`src/rtl/spatz_xif_offloader_if.sv`:
```
// Offload interface bundle for spatz_xif_offloader.
// Groups the core request, coprocessor issue/result, register-file
// writeback, status and performance-counter signals.
// The slave modport is the offloader's view; the master modport is the
// surrounding core/coprocessor environment.
interface spatz_xif_if #(
  parameter int IdWidth = 2
);
  // Core offload request
  logic               instr_valid_i;
  logic               instr_ready_o;
  logic [31:0]        instr_i;
  logic [31:0]        rs1_i;
  logic [31:0]        rs2_i;
  logic [4:0]         rd_i;
  // Coprocessor issue
  logic               x_issue_valid_o;
  logic               x_issue_ready_i;
  logic [31:0]        x_issue_instr_o;
  logic [31:0]        x_issue_rs1_o;
  logic [31:0]        x_issue_rs2_o;
  logic [IdWidth-1:0] x_issue_id_o;
  logic               x_issue_accept_i;
  logic               x_issue_writeback_i;
  // Coprocessor result
  logic               x_result_valid_i;
  logic               x_result_ready_o;
  logic [IdWidth-1:0] x_result_id_i;
  logic [31:0]        x_result_data_i;
  logic               x_result_we_i;
  // Register-file writeback
  logic               wb_valid_o;
  logic               wb_ready_i;
  logic [4:0]         wb_rd_o;
  logic [31:0]        wb_data_o;
  // Status and counters
  logic [31:0]        rd_busy_o;
  logic               illegal_o;
  logic               err_o;
  logic [15:0]        issued_cnt_o;
  logic [15:0]        rejected_cnt_o;

  modport slave (
    input  instr_valid_i, instr_i, rs1_i, rs2_i, rd_i,
    output instr_ready_o,
    output x_issue_valid_o, x_issue_instr_o, x_issue_rs1_o, x_issue_rs2_o, x_issue_id_o,
    input  x_issue_ready_i, x_issue_accept_i, x_issue_writeback_i,
    input  x_result_valid_i, x_result_id_i, x_result_data_i, x_result_we_i,
    output x_result_ready_o,
    output wb_valid_o, wb_rd_o, wb_data_o,
    input  wb_ready_i,
    output rd_busy_o, illegal_o, err_o, issued_cnt_o, rejected_cnt_o
  );

  modport master (
    output instr_valid_i, instr_i, rs1_i, rs2_i, rd_i,
    input  instr_ready_o,
    input  x_issue_valid_o, x_issue_instr_o, x_issue_rs1_o, x_issue_rs2_o, x_issue_id_o,
    output x_issue_ready_i, x_issue_accept_i, x_issue_writeback_i,
    output x_result_valid_i, x_result_id_i, x_result_data_i, x_result_we_i,
    input  x_result_ready_o,
    input  wb_valid_o, wb_rd_o, wb_data_o,
    output wb_ready_i,
    input  rd_busy_o, illegal_o, err_o, issued_cnt_o, rejected_cnt_o
  );
endinterface

```
`src/rtl/spatz_xif_offloader.sv`:
```
// spatz_xif_offloader: forwards core instructions to a coprocessor over an
// X-interface style issue/result protocol, tracks outstanding writebacks in
// a small id-indexed table, and returns results to the register file.
// Optional feature: define SPATZ_XIF_OFFLOADER_PERF_EN to enable the
// saturating issued/rejected performance counters.
module spatz_xif_offloader #(
  parameter int NumOutstanding = 4,
  parameter int IdWidth        = $clog2(NumOutstanding)
) (
  input logic        clk_i,
  input logic        rst_ni,
  spatz_xif_if.slave xif
);

  localparam logic [0:0] IDLE  = 1'b0;
  localparam logic [0:0] ISSUE = 1'b1;

  logic [0:0]                state_q;
  logic                      live_q;
  logic [NumOutstanding-1:0] alloc_q, alloc_set, alloc_clr;
  logic [4:0]                rd_tab_q [NumOutstanding];
  logic [IdWidth-1:0]        free_idx;
  logic                      any_free;
  logic [31:0]               instr_q, rs1_q, rs2_q;
  logic [4:0]                rd_q;
  logic [IdWidth-1:0]        id_q;
  logic [31:0]               busy_q, busy_set, busy_clr;
  logic                      wb_valid_q;
  logic [4:0]                wb_rd_q;
  logic [31:0]               wb_data_q;
  logic                      illegal_q, err_q;
  logic                      instr_hs, issue_hs, result_hs, wb_hs, res_hit, alloc_en;

  assign instr_hs  = xif.instr_valid_i && xif.instr_ready_o;
  assign issue_hs  = xif.x_issue_valid_o && xif.x_issue_ready_i;
  assign result_hs = xif.x_result_valid_i && xif.x_result_ready_o;
  assign wb_hs     = wb_valid_q && xif.wb_ready_i;
  assign res_hit   = alloc_q[xif.x_result_id_i];
  assign alloc_en  = issue_hs && xif.x_issue_accept_i && xif.x_issue_writeback_i;

  // Lowest-index free table entry, from registered allocation state only.
  // NOTE: every always_comb output gets a default first, so no path leaves it unassigned and no latch is inferred.
  always_comb begin
    free_idx = '0;
    any_free = 1'b0;
    for (int i = NumOutstanding - 1; i >= 0; i--) begin
      if (!alloc_q[i]) begin
        free_idx = IdWidth'(i);
        any_free = 1'b1;
      end
    end
  end

  // Per-cycle set/clear masks for the entry table and the busy scoreboard.
  always_comb begin
    alloc_set = '0;
    alloc_clr = '0;
    busy_set  = '0;
    busy_clr  = '0;
    if (alloc_en) begin
      alloc_set[id_q] = 1'b1;
      if (rd_q != 5'd0) busy_set[rd_q] = 1'b1;
    end
    if (result_hs && res_hit) begin
      alloc_clr[xif.x_result_id_i] = 1'b1;
      // A result without register write never reaches the wb port, so release its busy bit here.
      if (!xif.x_result_we_i) busy_clr[rd_tab_q[xif.x_result_id_i]] = 1'b1;
    end
    if (wb_hs) busy_clr[wb_rd_q] = 1'b1;
  end

  // Request capture and IDLE/ISSUE sequencing.
  // NOTE: sequential state uses non-blocking assignments so every flop samples pre-edge values.
  always_ff @(posedge clk_i or negedge rst_ni) begin
    if (!rst_ni) begin
      state_q   <= IDLE;
      live_q    <= 1'b0;
      instr_q   <= '0;
      rs1_q     <= '0;
      rs2_q     <= '0;
      rd_q      <= '0;
      id_q      <= '0;
      illegal_q <= 1'b0;
    end else begin
      live_q    <= 1'b1;
      illegal_q <= issue_hs && !xif.x_issue_accept_i;
      case (state_q)
        IDLE: if (instr_hs) begin
          instr_q <= xif.instr_i;
          rs1_q   <= xif.rs1_i;
          rs2_q   <= xif.rs2_i;
          rd_q    <= xif.rd_i;
          id_q    <= free_idx;
          state_q <= ISSUE;
        end
        ISSUE: if (issue_hs) state_q <= IDLE;
        default: state_q <= IDLE;
      endcase
    end
  end

  // Allocation table and busy scoreboard; a set wins over a same-cycle clear.
  always_ff @(posedge clk_i or negedge rst_ni) begin
    if (!rst_ni) begin
      alloc_q <= '0;
      busy_q  <= '0;
    end else begin
      alloc_q <= (alloc_q & ~alloc_clr) | alloc_set;
      busy_q  <= (busy_q & ~busy_clr) | busy_set;
    end
  end

  // Destination register per entry, qualified by alloc_q.
  // NOTE: this storage has no reset; alloc_q gates every read, so stale contents are never observed.
  always_ff @(posedge clk_i) begin
    if (alloc_en) rd_tab_q[id_q] <= rd_q;
  end

  // Single writeback output register plus the unknown-id error pulse.
  always_ff @(posedge clk_i or negedge rst_ni) begin
    if (!rst_ni) begin
      wb_valid_q <= 1'b0;
      wb_rd_q    <= '0;
      wb_data_q  <= '0;
      err_q      <= 1'b0;
    end else begin
      err_q <= result_hs && !res_hit;
      if (result_hs && res_hit && xif.x_result_we_i) begin
        wb_valid_q <= 1'b1;
        wb_rd_q    <= rd_tab_q[xif.x_result_id_i];
        wb_data_q  <= xif.x_result_data_i;
      end else if (wb_hs) begin
        wb_valid_q <= 1'b0;
      end
    end
  end

  assign xif.instr_ready_o    = live_q && (state_q == IDLE) && any_free;
  assign xif.x_issue_valid_o  = (state_q == ISSUE);
  assign xif.x_issue_instr_o  = instr_q;
  assign xif.x_issue_rs1_o    = rs1_q;
  assign xif.x_issue_rs2_o    = rs2_q;
  assign xif.x_issue_id_o     = id_q;
  assign xif.x_result_ready_o = live_q && (!wb_valid_q || xif.wb_ready_i);
  assign xif.wb_valid_o       = wb_valid_q;
  assign xif.wb_rd_o          = wb_rd_q;
  assign xif.wb_data_o        = wb_data_q;
  assign xif.rd_busy_o        = busy_q;
  assign xif.illegal_o        = illegal_q;
  assign xif.err_o            = err_q;

`ifdef SPATZ_XIF_OFFLOADER_PERF_EN
  logic [15:0] issued_q, rejected_q;

  // Saturating counters of accepted and rejected issues.
  always_ff @(posedge clk_i or negedge rst_ni) begin
    if (!rst_ni) begin
      issued_q   <= '0;
      rejected_q <= '0;
    end else if (issue_hs) begin
      if (xif.x_issue_accept_i) begin
        if (issued_q != 16'hFFFF) issued_q <= issued_q + 16'd1;
      end else begin
        if (rejected_q != 16'hFFFF) rejected_q <= rejected_q + 16'd1;
      end
    end
  end

  assign xif.issued_cnt_o   = issued_q;
  assign xif.rejected_cnt_o = rejected_q;
`else
  assign xif.issued_cnt_o   = '0;
  assign xif.rejected_cnt_o = '0;
`endif

endmodule

```
`src/flat_wrapper.sv`:
```
// flat-port wrapper written by rule: the top's interface ports become plain ports
module spatz_xif_offloader_flat 
#(
  parameter int NumOutstanding = 4,
  parameter int IdWidth        = $clog2(NumOutstanding)
)
  (clk_i, rst_ni, xif_instr_valid_i, xif_instr_i, xif_rs1_i, xif_rs2_i, xif_rd_i, xif_instr_ready_o, xif_x_issue_valid_o, xif_x_issue_instr_o, xif_x_issue_rs1_o, xif_x_issue_rs2_o, xif_x_issue_id_o, xif_x_issue_ready_i, xif_x_issue_accept_i, xif_x_issue_writeback_i, xif_x_result_valid_i, xif_x_result_id_i, xif_x_result_data_i, xif_x_result_we_i, xif_x_result_ready_o, xif_wb_valid_o, xif_wb_rd_o, xif_wb_data_o, xif_wb_ready_i, xif_rd_busy_o, xif_illegal_o, xif_err_o, xif_issued_cnt_o, xif_rejected_cnt_o);
  spatz_xif_if #(.IdWidth(IdWidth)) xif_i ();
  input logic clk_i;
  input logic rst_ni;
  input wire logic [$bits(xif_i.instr_valid_i)-1:0] xif_instr_valid_i;
  input wire logic [$bits(xif_i.instr_i)-1:0] xif_instr_i;
  input wire logic [$bits(xif_i.rs1_i)-1:0] xif_rs1_i;
  input wire logic [$bits(xif_i.rs2_i)-1:0] xif_rs2_i;
  input wire logic [$bits(xif_i.rd_i)-1:0] xif_rd_i;
  output wire logic [$bits(xif_i.instr_ready_o)-1:0] xif_instr_ready_o;
  output wire logic [$bits(xif_i.x_issue_valid_o)-1:0] xif_x_issue_valid_o;
  output wire logic [$bits(xif_i.x_issue_instr_o)-1:0] xif_x_issue_instr_o;
  output wire logic [$bits(xif_i.x_issue_rs1_o)-1:0] xif_x_issue_rs1_o;
  output wire logic [$bits(xif_i.x_issue_rs2_o)-1:0] xif_x_issue_rs2_o;
  output wire logic [$bits(xif_i.x_issue_id_o)-1:0] xif_x_issue_id_o;
  input wire logic [$bits(xif_i.x_issue_ready_i)-1:0] xif_x_issue_ready_i;
  input wire logic [$bits(xif_i.x_issue_accept_i)-1:0] xif_x_issue_accept_i;
  input wire logic [$bits(xif_i.x_issue_writeback_i)-1:0] xif_x_issue_writeback_i;
  input wire logic [$bits(xif_i.x_result_valid_i)-1:0] xif_x_result_valid_i;
  input wire logic [$bits(xif_i.x_result_id_i)-1:0] xif_x_result_id_i;
  input wire logic [$bits(xif_i.x_result_data_i)-1:0] xif_x_result_data_i;
  input wire logic [$bits(xif_i.x_result_we_i)-1:0] xif_x_result_we_i;
  output wire logic [$bits(xif_i.x_result_ready_o)-1:0] xif_x_result_ready_o;
  output wire logic [$bits(xif_i.wb_valid_o)-1:0] xif_wb_valid_o;
  output wire logic [$bits(xif_i.wb_rd_o)-1:0] xif_wb_rd_o;
  output wire logic [$bits(xif_i.wb_data_o)-1:0] xif_wb_data_o;
  input wire logic [$bits(xif_i.wb_ready_i)-1:0] xif_wb_ready_i;
  output wire logic [$bits(xif_i.rd_busy_o)-1:0] xif_rd_busy_o;
  output wire logic [$bits(xif_i.illegal_o)-1:0] xif_illegal_o;
  output wire logic [$bits(xif_i.err_o)-1:0] xif_err_o;
  output wire logic [$bits(xif_i.issued_cnt_o)-1:0] xif_issued_cnt_o;
  output wire logic [$bits(xif_i.rejected_cnt_o)-1:0] xif_rejected_cnt_o;
  assign xif_i.instr_valid_i = xif_instr_valid_i;
  assign xif_i.instr_i = xif_instr_i;
  assign xif_i.rs1_i = xif_rs1_i;
  assign xif_i.rs2_i = xif_rs2_i;
  assign xif_i.rd_i = xif_rd_i;
  assign xif_instr_ready_o = xif_i.instr_ready_o;
  assign xif_x_issue_valid_o = xif_i.x_issue_valid_o;
  assign xif_x_issue_instr_o = xif_i.x_issue_instr_o;
  assign xif_x_issue_rs1_o = xif_i.x_issue_rs1_o;
  assign xif_x_issue_rs2_o = xif_i.x_issue_rs2_o;
  assign xif_x_issue_id_o = xif_i.x_issue_id_o;
  assign xif_i.x_issue_ready_i = xif_x_issue_ready_i;
  assign xif_i.x_issue_accept_i = xif_x_issue_accept_i;
  assign xif_i.x_issue_writeback_i = xif_x_issue_writeback_i;
  assign xif_i.x_result_valid_i = xif_x_result_valid_i;
  assign xif_i.x_result_id_i = xif_x_result_id_i;
  assign xif_i.x_result_data_i = xif_x_result_data_i;
  assign xif_i.x_result_we_i = xif_x_result_we_i;
  assign xif_x_result_ready_o = xif_i.x_result_ready_o;
  assign xif_wb_valid_o = xif_i.wb_valid_o;
  assign xif_wb_rd_o = xif_i.wb_rd_o;
  assign xif_wb_data_o = xif_i.wb_data_o;
  assign xif_i.wb_ready_i = xif_wb_ready_i;
  assign xif_rd_busy_o = xif_i.rd_busy_o;
  assign xif_illegal_o = xif_i.illegal_o;
  assign xif_err_o = xif_i.err_o;
  assign xif_issued_cnt_o = xif_i.issued_cnt_o;
  assign xif_rejected_cnt_o = xif_i.rejected_cnt_o;
  spatz_xif_offloader #(.NumOutstanding(NumOutstanding), .IdWidth(IdWidth)) u_core (.clk_i(clk_i), .rst_ni(rst_ni), .xif(xif_i));
endmodule
```
`config.mk`:
```
export PLATFORM = sky130hd
export DESIGN_NAME = spatz_xif_offloader_flat
export DESIGN_NICKNAME = d
export VERILOG_FILES = /design/src/rtl/spatz_xif_offloader_if.sv /design/src/rtl/spatz_xif_offloader.sv /design/src/flat_wrapper.sv
export SDC_FILE = /design/constraint.sdc
export NUM_CORES = 1
export LEC_CHECK = 0
export BUFFER_PORTS_ARGS = -buffer_cell sky130_fd_sc_hd__buf_2
export CORE_UTILIZATION = 47
export DETAILED_ROUTE_END_ITERATION = 10
export PLACE_DENSITY = 0.78
export RECOVER_POWER = 100
export SLEW_MARGIN = 10
export SYNTH_ARGS = -nofsm -noshare
export SYNTH_HDL_FRONTEND = slang
export SYNTH_SLANG_ARGS = --single-unit
```
`constraint.sdc`:
```
create_clock -name clk_i -period 5.75 [get_ports clk_i]
set_clock_uncertainty 0.15 [all_clocks]
set_input_delay 0.2875 -clock clk_i [delete_from_list [all_inputs] [get_ports clk_i]]
set_output_delay 0.2875 -clock clk_i [all_outputs]
set_load 0.01 [all_outputs]
```
==> reports/metrics.cfg, run 1 <==
[run_status]
status=finished with violations
violations=capacitance limit, slew limit

[route]
drtIter0Drc=559
wire_per_inst_um=20.16
dr.pass1.iters=5
ant_nets=0
routed_wl_um=26410
via_per_inst=5.404
remaining_drc_errors=0
num_vias=7079

[worst_setup_path]
worst_setup_path_start_kind=flop
crit_type=reg -> reg
arrival_ns=3.96
cp.required_ns=5.97
crit_fanout=68
worstSetupEndpointType=flop
r2r_cells=4

[power]
power_leakage_nw=5.255
p_sw_w=0.001387
intPower_w=0.003020
powerDensity_nw_per_um2=367.5
pwr-share-seq=0.454
swShare=0.3147
power_frac_comb=0.235
clkPwrFrac=0.311
vdd_drop_max_v=0.0002617

[cts]
clock_sinks=201
clk_latency_ns=0.50
clockBufferDepth=3
cts_tree=built
clockRootBuffer=clkbuf_16
clk_pin_slew_ns=0.06
ctsHtreeMaxLevel=1
cts_buffers=22
postCtsSetupRepairBufs=0

[die]
rows=48
die_area_um2=18730
fp.dieH_um=136.9
start_util=0.4875
pin_count=349
core_area_um2=17540
die_w_um=136.9

[global_route]
grt_max_degree=76
track_usage=0.2849
first_global_vias=7364
grt_pass1_wl_um=40290
grt_use_met1=0.3262
grt-busiest-layer=met2
antenna_found_initial=1
use_met3=0.06296
use_met2=0.4997
grt_remaining_overflow=0

[timing]
hold-worst-slack_ns=0.06148
drv_slew=165
maxSlewHeadroom=-0.5188
setup_viol=0
layout_min_cycle_time_ns=3.739
rsz0062_at_grt=no
hold_violations=0
max_freq_mhz=267.5
tns_ns=0
finalCritPeriodShare=0.6502
tightest_slew_ns=2.278

[synthesis]
synth-seq-area-share=0.6000
synthCells=623
avgSynthCellArea_um2=13.72
synth_cell_types=43
netlist_area_um2=8549
synth_top_area_frac=0.5298
synth_edf_count=20
yosys-top-cells-count=dfrtp_1, mux2_2, nand2_1
yosysTopAreaCell=dfrtp_1
synth-xor-area-share=0
yosysWarnings=0
synth-compound-area-share=0.07917
synthAdderAreaFrac=0
synth-seq-cells=201
synth_mux_area_frac=0.1976
synth_top_family_by_area=multiplexers
synth_ff_type=dfrtp_1
synth_area_leaders=dfrtp_1, mux2_2, edfxtp_1
yosys.area_share.simple=0.07215
synth-async-reset-ratio=0.9005
synth.most_common_cell=dfrtp_1

[place]
post-dp-hpwl_um=16090
port_buffers=316
place_congestion=0.8393
placed_cell_area_um2=10170

[finish]
final_util=0.6838
final_area_um2=11990
drive_gt1_frac=0.2777
finalNetCount=1214
area_growth_pct=40.26

[min_path]
min_path_type=in -> reg
hold_depth=3

[run]
drv_cap=6

## metal layers
metal / share of wire / up-vias / wire length, um
li1: - / 3114 / -
met1: 0.36 / 3434 / 9552
met2: 0.50 / 429 / 13320
met3: 0.078 / 102 / 2055
met4: 0.056 / 0 / 1479
met5: 0 / - / 0
## kinds of logic (layout without fill, tap and decap cells)
group                  count (synthesis)  after routing
multiplexers                         144            144
flip-flops                           201            201
AND/OR/NAND/NOR                      103            103
other                                  2             34
AO/OA/AOI/OAI                        101            101
buffers and inverters                 72            502
## sequential cells by signal, indices dropped and copies added (netlist names), 2 cells and up
name                        cells
u_core.xif.x_issue_instr_o     32
u_core.xif.rd_busy_o           32
u_core.alloc_q                  4
u_core.xif.x_issue_rs2_o       32
u_core.xif.x_issue_rs1_o       32
u_core.xif.x_issue_id_o         2
u_core.xif.wb_rd_o              5
u_core.rd_tab_q                20
u_core.rd_q                     5
u_core.xif.wb_data_o           32
## path summary, 6_finish.rpt
kind                                          start                           end  slack [ns]
min in group asynchronous                    rst_ni  u_core.xif.x_issue_rs1_o[26]        0.87
setup reg to reg                  u_core.alloc_q[0]  u_core.xif.x_issue_rs1_o[20]        2.01
hold / removal                 xif_x_result_id_i[1]             u_core.alloc_q[0]        0.06
max in group asynchronous                    rst_ni      u_core.xif.wb_data_o[29]        2.62
hold reg to reg            u_core.xif.wb_data_o[24]      u_core.xif.wb_data_o[24]        0.34
setup / recovery                  u_core.alloc_q[0]  u_core.xif.x_issue_rs1_o[20]        2.01
## per-stage QoR
stage / worst slack [ns] / std cells / total power [W]
2_1_floorplan: 3.754 / 654 / 0.002509
5_1_grt: 1.773 / 1310 / 0.004599
3_3_place_gp: 3.048 / 1132 / 0.002961
6_report: 2.011 / 1310 / 0.004407
4_1_cts: 2.982 / 1309 / 0.004445
3_5_place_dp: 3.014 / 1132 / 0.003006
## critical path, cell delays in order (launching register included)
cell and delay, ns:
dfrtp_1 0.43, nand4_1 0.25, nand3_4 0.76, clkbuf_1 1.53, mux2_2 0.46
## what timing repair did
item / 4_1_cts / 5_1_grt
hold buffers: 139 / 0
endpoints found under the setup margin: 0 / 0
gates resized for setup: 0 / 0
hold endpoints to repair: 178 / 0
## area by class of cell
cell class,count,area [um2]
inverter,5,18.77
clock buffer,30,620.6
timing repair buffer,459,2779
sequential,201,5130
multi-input combinational,381,3079
antenna,1,2.502
clock inverter,8,80.08
tap,225,281.5
fill,1320,5545
## cell usage in the layout, fill, tap and decap left out, drive strengths merged, types with 4 or more instances in the layout
cell / instances
a211oi: 4
a21oi: 23
a22oi: 19
a31oi: 12
a41oi: 16
buf: 145
clkbuf: 205
clkinv: 7
conb: 33
dfrtp: 181
dlygate4sd3: 139
edfxtp: 20
inv: 5
mux2: 138
mux4: 6
nand2: 48
nand4: 6
nor2: 8
nor3: 5
nor3b: 8
o21a: 12
o21ai: 12
## power by group through the flow
stage	logic (W)	registers, W	clock network (W)
after floorplan	0.000434	0.00207	0
final	0.00104	0.00200	0.00137
after global placement	0.000996	0.00197	0
after CTS	0.00110	0.00196	0.00138
after global routing	0.00112	0.00203	0.00145
after detailed placement	0.00102	0.00199	0
No activity file was read; power rests on OpenSTA's default activity.
==> inputs of run 2 (changes only) <==
clock period = 3.8 ns   (was 5.75 ns; I/O delays follow)
==> reports/metrics.cfg, run 2 (same netlist as run 1, synthesis figures left out) <==
[run_status]
status=finished with violations
violations=capacitance limit, slew limit

[worst_setup_path]
setup.worst_path.start=rst_ni
cp.required_ns=4.24
reg2reg_from=u_core.xif.wb_valid_o
r2r_cells=5
worstSetupEndpointType=asynchronous set/reset pin
worst_setup_path_start_kind=input pin
arrival_ns=3.06
crit_fanout=88
r2r_slack_ns=1.30
crit_type=in -> async

[timing]
hold_violations=0
maxSlewHeadroom=-0.4705
tightest_slew_ns=2.206
setup_viol=0
rsz0062_at_grt=no
drv_slew=88
setup_slack_ns=1.188
finalCritPeriodShare=0.6873
tns_ns=0
max_freq_mhz=382.9
layout_min_cycle_time_ns=2.612

[cts]
cts_resized=0
ctsHtreeMaxLevel=1
clk_pin_slew_ns=0.05
postCtsSetupRepairBufs=0
cts_tree=built
clock_sinks=201
clk_latency_ns=0.50
cts_buffers=22
clockBufferDepth=3
clockRootBuffer=clkbuf_16

[route]
dr.pass1.iters=7
via_per_inst=5.324
routed_wl_um=25680
remaining_drc_errors=0
wire_per_inst_um=19.59
ant_nets=0
num_vias=6980
drtIter0Drc=477

[die]
start_util=0.4875
core_area_um2=17540
pin_count=349
rows=48
die_area_um2=18730
die_w_um=136.9
fp.dieH_um=136.9

[global_route]
track_usage=0.2781
antenna_found_initial=1
grt_pass1_wl_um=39230
grt_remaining_overflow=0
grt_max_degree=89
first_global_vias=7310

[min_path]
worstHoldStart=xif_x_result_id_i[0]
hold_depth=3
min_path_type=in -> reg

[finish]
finalNetCount=1217
final_cell_mix=dfrtp_1, clkbuf_1, buf_2, dlygate4sd3_1, mux2_2
finalNonFillerCells=1311
drive_gt1_frac=0.2839
final_util=0.6872
area_growth_pct=40.96
final_common_cell=dfrtp_1
fill_cells=1282

[place]
dp_cells=1133
pre_cts_ws_ns=1.427
port_buffers=316
post-dp-hpwl_um=16030
place_congestion=0.8132

[power]
power_leakage_nw=5.272
powerDensity_nw_per_um2=547.7
vdd_drop_max_v=0.0004550

[run]
drv_cap=1

run 2: cell count changes in the layout (fill, tap and decap cells not counted), sizes merged:
| cell | before | now |
|---|---|---|
| clkinvlp | 0 | 1 |
| clkinv | 7 | 3 |
| buf | 145 | 147 |
| dlygate4sd3 | 139 | 141 |
run 2: timing repair:
| action | in CTS | in global routing |
|---|---|---|
| hold buffers | 141 | 0 |
| setup endpoints to repair | 0 | 0 |
| endpoints found under the hold margin | 227 | 0 |
run 2: per-layer routing:
metal  vias up  track usage  part of all wire
li1       3107            -                 -
met5         -            0                 0
met2       385       0.4929              0.51
met3        94      0.05852             0.074
met4         0       0.1532             0.057
met1      3394       0.3114              0.36
run 2: final cells by class:
| class | instances | area (um2) | area share |
|---|---|---|---|
| sequential | 201 | 5130 | 0.4257 |
| multi-input combinational | 381 | 3104 | 0.2576 |
| timing repair buffer | 462 | 2836 | 0.2354 |
| clock buffer | 31 | 614.3 | 0.05098 |
| tap | 225 | 281.5 | 0.02336 |
| clock inverter | 5 | 63.81 | 0.005295 |
| inverter | 5 | 18.77 | 0.001557 |
| antenna | 1 | 2.502 | 0.0002076 |
run 2: final timing paths:
| check | to |
|---|---|
| worst min-delay path | u_core.alloc_q[2] |
| worst max register to register | u_core.xif.wb_data_o[7] |
| max in group clk_i | u_core.xif.wb_data_o[7] |
| worst min register to register | u_core.xif.wb_data_o[24] |
| min in group asynchronous | u_core.xif.x_issue_rs1_o[29] |
| worst max-delay path | u_core.xif.rd_busy_o[23] |
run 2: critical path, cell delays in order:
cell and delay [ns]:
dlygate4sd3_1 0.54, clkbuf_2 1.58, clkbuf_2 0.70
run 2: per-stage QoR:
stage	total power (W)	hold slack [ns]	area [um2]
after floorplan	0.003796	-0.2556	8666
after global placement	0.004483	0.1645	10200
after detailed placement	0.004555	0.1780	10200
after CTS	0.006689	0.02024	12290
after global routing	0.006909	0.05558	12050
final	0.006601	0.02136	12050
run 2: power breakdown:
part / switching [W] / total [W] / leakage (nW) / internal, W
Clock: 0.000821 / 0.00201 / 0.329 / 0.00119
Sequential: 0.000377 / 0.00302 / 2.44 / 0.00265
Combinational: 0.000850 / 0.00157 / 2.51 / 0.000716
Total: 0.00205 / 0.00660 / 5.27 / 0.00455
